### src/rtl/prog_lut_pkg.sv
// Shared types and helpers for the programmable N-input LUT.
package prog_lut_pkg;
  localparam int MAX_N_IN = 6;

  typedef enum logic [1:0] {IDLE, SHIFT, COMMIT} cfg_state_e;

  function automatic int tt_w(input int n);
    return 1 << n;
  endfunction
endpackage

### src/rtl/prog_lut_cfg_shift.sv
// Serial truth-table loader: shadow shift register, bit counter and the
// IDLE/SHIFT/COMMIT handshake FSM. commit is high for the single swap cycle.
module prog_lut_cfg_shift import prog_lut_pkg::*; #(
  parameter int N_IN = 3,
  localparam int TT_W = tt_w(N_IN)
)(
  input  logic            clk,
  input  logic            rst,
  input  logic            cfg_valid,
  input  logic            cfg_bit,
  input  logic            cfg_abort,
  output logic            cfg_ready,
  output logic            commit,
  output logic [TT_W-1:0] shadow
);
  localparam int CW = $clog2(TT_W) + 1;
  localparam logic [CW-1:0] LAST = CW'(TT_W - 1);

  cfg_state_e    state, state_nx;
  logic [CW-1:0] count;
  logic          shift_en, clr;

  always_ff @(posedge clk or posedge rst) begin
    if (rst) state <= IDLE;
    else     state <= state_nx;
  end

  // Abort wins over a same-cycle handshake; COMMIT ignores both.
  always_comb begin
    state_nx  = state;
    cfg_ready = 1'b0;
    commit    = 1'b0;
    shift_en  = 1'b0;
    clr       = 1'b0;
    case (state)
      IDLE, SHIFT: begin
        cfg_ready = 1'b1;
        if (cfg_abort) begin
          clr      = 1'b1;
          state_nx = IDLE;
        end else if (cfg_valid) begin
          shift_en = 1'b1;
          state_nx = (count == LAST) ? COMMIT : SHIFT;
        end
      end
      COMMIT: begin
        commit   = 1'b1;
        state_nx = IDLE;
      end
      default: state_nx = IDLE;
    endcase
  end

  always_ff @(posedge clk or posedge rst) begin
    if (rst) begin
      shadow <= '0;
      count  <= '0;
    end else if (clr) begin
      shadow <= '0;
      count  <= '0;
    end else if (shift_en) begin
      shadow <= {shadow[TT_W-2:0], cfg_bit};
      count  <= count + 1'b1;
    end else if (commit) begin
      count  <= '0;
    end
  end
endmodule

### src/rtl/prog_lut_n.sv
// Run-time reprogrammable N-input Boolean function with a 2-stage eval
// pipeline and an atomically swapped truth table.
module prog_lut_n import prog_lut_pkg::*; #(
  parameter int                    N_IN     = 3,
  parameter logic [tt_w(N_IN)-1:0] RESET_TT = 'h91
)(
  input  logic                  clk,
  input  logic                  rst,
  input  logic [N_IN-1:0]       in_vec,
  input  logic                  in_valid,
  output logic                  out,
  output logic                  out_valid,
  input  logic                  cfg_valid,
  output logic                  cfg_ready,
  input  logic                  cfg_bit,
  input  logic                  cfg_abort,
  output logic                  cfg_done,
  output logic [tt_w(N_IN)-1:0] tt_active
);
  localparam int TT_W   = tt_w(N_IN);
  localparam int STAGES = 2;

  logic [TT_W-1:0]   shadow;
  logic              commit;
  logic [N_IN-1:0]   idx_s1, rev_idx;
  logic [STAGES:1]   vld_pipe;

  prog_lut_cfg_shift #(.N_IN(N_IN)) u_cfg (
    .clk       (clk),
    .rst       (rst),
    .cfg_valid (cfg_valid),
    .cfg_bit   (cfg_bit),
    .cfg_abort (cfg_abort),
    .cfg_ready (cfg_ready),
    .commit    (commit),
    .shadow    (shadow)
  );

  assign cfg_done = commit;

  always_ff @(posedge clk or posedge rst) begin
    if (rst)         tt_active <= RESET_TT;
    else if (commit) tt_active <= shadow;
  end

  // Table is stored MSB-first, so entry idx lives at bit TT_W-1-idx == ~idx.
  assign rev_idx = ~idx_s1;

  always_ff @(posedge clk or posedge rst) begin
    if (rst) begin
      vld_pipe <= '0;
      idx_s1   <= '0;
      out      <= 1'b0;
    end else begin
      vld_pipe <= {vld_pipe[STAGES-1:1], in_valid};
      idx_s1   <= in_vec;
      if (vld_pipe[1]) out <= tt_active[rev_idx];
    end
  end

  assign out_valid = vld_pipe[STAGES];
endmodule

### config.mk
export PLATFORM = sky130hd
export DESIGN_NAME = prog_lut_n
export DESIGN_NICKNAME = d
export VERILOG_FILES = /design/src/rtl/prog_lut_pkg.sv /design/src/rtl/prog_lut_cfg_shift.sv /design/src/rtl/prog_lut_n.sv
export SDC_FILE = /design/constraint.sdc
export NUM_CORES = 1
export LEC_CHECK = 0
export BUFFER_PORTS_ARGS = -buffer_cell sky130_fd_sc_hd__buf_2
export CAP_MARGIN = 5
export CORE_UTILIZATION = 55
export CTS_BUF_LIST = sky130_fd_sc_hd__clkbuf_8
export CTS_CLUSTER_SIZE = 14
export DETAILED_ROUTE_END_ITERATION = 8
export GPL_TIMING_DRIVEN = 0
export PLACE_DENSITY = 0.84
export SLEW_MARGIN = 20
export SYNTH_ARGS = -nofsm -noshare
export SYNTH_HDL_FRONTEND = slang
export SYNTH_SLANG_ARGS = --single-unit
### constraint.sdc
create_clock -name clk -period 1.35 [get_ports clk]
set_input_delay 0.0675 -clock clk [delete_from_list [all_inputs] [get_ports clk]]
set_output_delay 0.0675 -clock clk [all_outputs]
set_load 0.02 [all_outputs]
==> run_results.csv <==
group,metric,value,unit
run_status,status,"completed",
sta,worst_slack,0.0322,ns
logic_synthesis,netlist_top_cells_area,"dfrtp_1 55%, mux2_2 7.9%, dfstp_2 6.9%",
logic_synthesis,synth_edf_count,0,
place,port_buffers,19,
clock_network,h-tree-depth,1,
logic_synthesis,syn_nets,94,
setup_path,worstPathMaxFanout,9,
floorplan,fp.dieW,47.5,µm
grt,grt_pass1_wl,3.15,mm
route,wl_met2,1.25,mm
floorplan,die_h,47.5,µm
clock_network,path_clk_slew,0.09,ns
route,wl_per_cell,17.1,µm
logic_synthesis,syn_inst,84,
place,routabilityCongestion,0.817,
route,drc,0,
grt,antenna_found_initial,0,
sta,slew_headroom,36.7,%
route,via_count,795,
finish,regArea,706,µm²
logic_synthesis,synth_compound_area_share,10.2,%
sta,whs,0.0306,ns
logic_synthesis,ys_types,26,
finish,syn_to_final_growth,24.5,%
logic_synthesis,synthArstFlopShare,100,%
setup_path,crit_start,"u_cfg.state[1]",
sta,rsz0062_at_grt,"yes",
grt,grt_max_degree,29,
finish,multi_input_area,389,µm²
route,highest_layer,"met4",
place,placed_area,0.00127,mm²
sta,worstMarginPinSlew,0.944,ns
grt,grt_remaining_overflow,0,
clock_network,cts_tree,"yes",
setup_path,reg2reg_depth,5,
logic_synthesis,yosysTopAreaCellShare,54.9,%
route,first_iter_violations,27,
floorplan,core,0.00196,mm²
logic_synthesis,syn_area,0.00114,mm²
setup_path,startpoint_type,"register",
hold_path,hp-class,"in -> reg",
setup_path,r2r-start,"u_cfg.state[1]",
floorplan,dieArea,0.00226,mm²
floorplan,row_count,16,
sta,final-max-slew-violation-count,0,
route,drt_pass1_iterations,4,
clock_network,cts_root_buf,"clkbuf_8",
route,routed_wl,2.39,mm
logic_synthesis,ys_seq_area_share,61.8,%
finish,layout.nets,124,
floorplan,io_pins,21,
pwr,power,1.63,mW
pwr,ir_worst_vdd,0.000808,V
place,pre_cts_slack,0.0321,ns
pwr,leakagePower,0.702,nW
logic_synthesis,ys_ff_latch,28,
logic_synthesis,synth_commonest_cells,"25 x dfrtp_1, 8 x mux2_2, 7 x a22o_1",
clock_network,clk_latency,0.27,ns
sta,timing_hold_violations_final,0,
route,wl_met3,94,µm
finish,instances_no_fill,140,
logic_synthesis,yosys_warnings,0,
setup_path,regToRegEndpoint,"tt_active[3]",
floorplan,initial_core_util,58.1,%
setup_path,cp_slowest_cell,"dfrtp_1",
sta,setup_violations,0,
pwr,p_per_area,1150,mW/mm²
logic_synthesis,synth_xor_area_share,1.54,%
setup_path,crit_chain,"clkbuf_4 -> nand2b_1 -> buf_6 -> buf_12 -> mux2_2",
logic_synthesis,yosys.area.top_type,"dfrtp_1",
place,hpwl,1.58,mm
setup_path,cp.required,1.51,ns
logic_synthesis,synth-adder-area-share,1.10,%
place,place_inst,130,
logic_synthesis,synth_most_common_cell,"dfrtp_1",
job,drv_cap,0,
sta,period_share,97.6,%
logic_synthesis,avgSynthCellArea,13.6,µm²
route,met1Wirelength,979,µm
sta,period_needed,1.32,ns
setup_path,ff2ff_setup_slack,0.03,ns
setup_path,worstPathArrival,1.48,ns
finish,nFillCells,129,
clock_network,cts_max_path_buffers,2,
clock_network,clock-sinks,28,
logic_synthesis,synthMuxAreaShare,15.1,%
logic_synthesis,synth_top_family_by_area,"multiplexers",
setup_path,crit_path_end,"tt_active[3]",
route,viasPerCell,5.68,
setup_path,cpPeakStageDelay,0.37,ns
logic_synthesis,yosys.area_share.simple,5.93,%
finish,stdcell_area,0.00142,mm²
sta,fmaxAchievable,759,MHz
grt,grt_pass1_vias,716,
route,ant_nets,0,
setup_path,crit_type,"reg -> reg",
finish,diodes,0,
sta,skew,0.00407,ns
grt,grtUsageTotal,21.7,%
clock_network,cts-buffers-inserted,3,
finish,drive_gt1_share,37.2,%
setup_path,crit_path_end_kind,"register",
logic_synthesis,synth_ff_type,"dfrtp_1",
==> through the flow <==
stage / util [%] / TNS (ns)
finish: 72.3 / 0
global placement: 64.7 / 0
floorplan: - / 0
CTS: 70.2 / 0
detailed placement: 64.7 / 0
global route: 72.3 / -0.0378
==> layout make-up <==
type / instances / area share [%]
repair buffers: 26 / 12.2
plain buffers: 4 / 1.94
clock buffers: 3 / 2.91
flip-flops and latches: 28 / 49.7
inverters: 5 / 1.32
clock inverters: 1 / 2.12
multi-input cells: 46 / 27.4
well taps: 27 / 2.38
==> power by group <==
part           internal [mW]  total (mW)  switching, mW
Combinational         0.0430      0.0968         0.0538
Sequential             0.860       0.879         0.0193
Clock                  0.397       0.653          0.256
Total                   1.30        1.63          0.329
==> worst min-delay path by stage <==
| stage | startpoint | end | slack (ns) | depth (start not counted) |
|---|---|---|---|---|
| after floorplan | in_vec[0] | idx_s1[0] | 0.1 | 0 |
| after global placement | in_vec[1] | idx_s1[1] | 0.18 | 1 |
| after detailed placement | in_vec[2] | idx_s1[2] | 0.18 | 1 |
| after CTS | cfg_abort | u_cfg.state[0] | 0.01 | 2 |
| after global routing | cfg_abort | u_cfg.state[0] | 0.03 | 2 |
| final | cfg_abort | u_cfg.state[0] | 0.03 | 2 |
==> cells by family (layout without fill, tap and decap cells) <==
group / Yosys count / after routing
DFF: 28 / 28
AOI/OAI and AO/OA: 15 / 15
muxes: 15 / 15
and+or+nand+nor: 13 / 13
buffers and inverters: 10 / 39
xor gates and xnor gates: 2 / 2
adders and majority gates: 1 / 1
==> worst max-delay path, delay by kind of cell, from the launching register on <==
family                 cells  cell delay (ns)
AND/OR/NAND/NOR            1             0.11
multiplexers               1             0.34
flip-flops                 1             0.37
buffers and inverters      3             0.40
==> registers in the layout (all words and copies together), names as in the netlist <==
signal        cells
idx_s1            3
u_cfg.state       2
out               1
tt_active         8
vld_pipe          2
u_cfg.count       4
u_cfg.shadow      8
==> placed cells by master, fill, tap and decap left out, types with 2 or more instances in the layout <==
cell            n
dfrtp_1        24
buf_2          20
mux2_2          8
a22o_1          7
mux2i_1         6
dlygate4sd3_1   5
inv_1           4
nand2_1         4
nor3_1          3
clkbuf_8        3
dfstp_2         3
o21ai_1         2
xnor2_1         2
a32o_1          2
==> layer usage <==
| layer | vias up | GRT usage [%] |
|---|---|---|
| met5 | - | 0 |
| met4 | 0 | 17.7 |
| met3 | 6 | 3.40 |
| met2 | 29 | 36.7 |
| met1 | 402 | 24.0 |
| li1 | 358 | - |
==> timing repair <==
action | CTS | global route
buffers inserted | 0 | 2
setup endpoints to repair | 2 | 9
endpoints found under the hold margin | 4 | 25
hold buffers | 4 | 1
gates resized for setup | 3 | 2
Power figures use the tool's default switching activity.
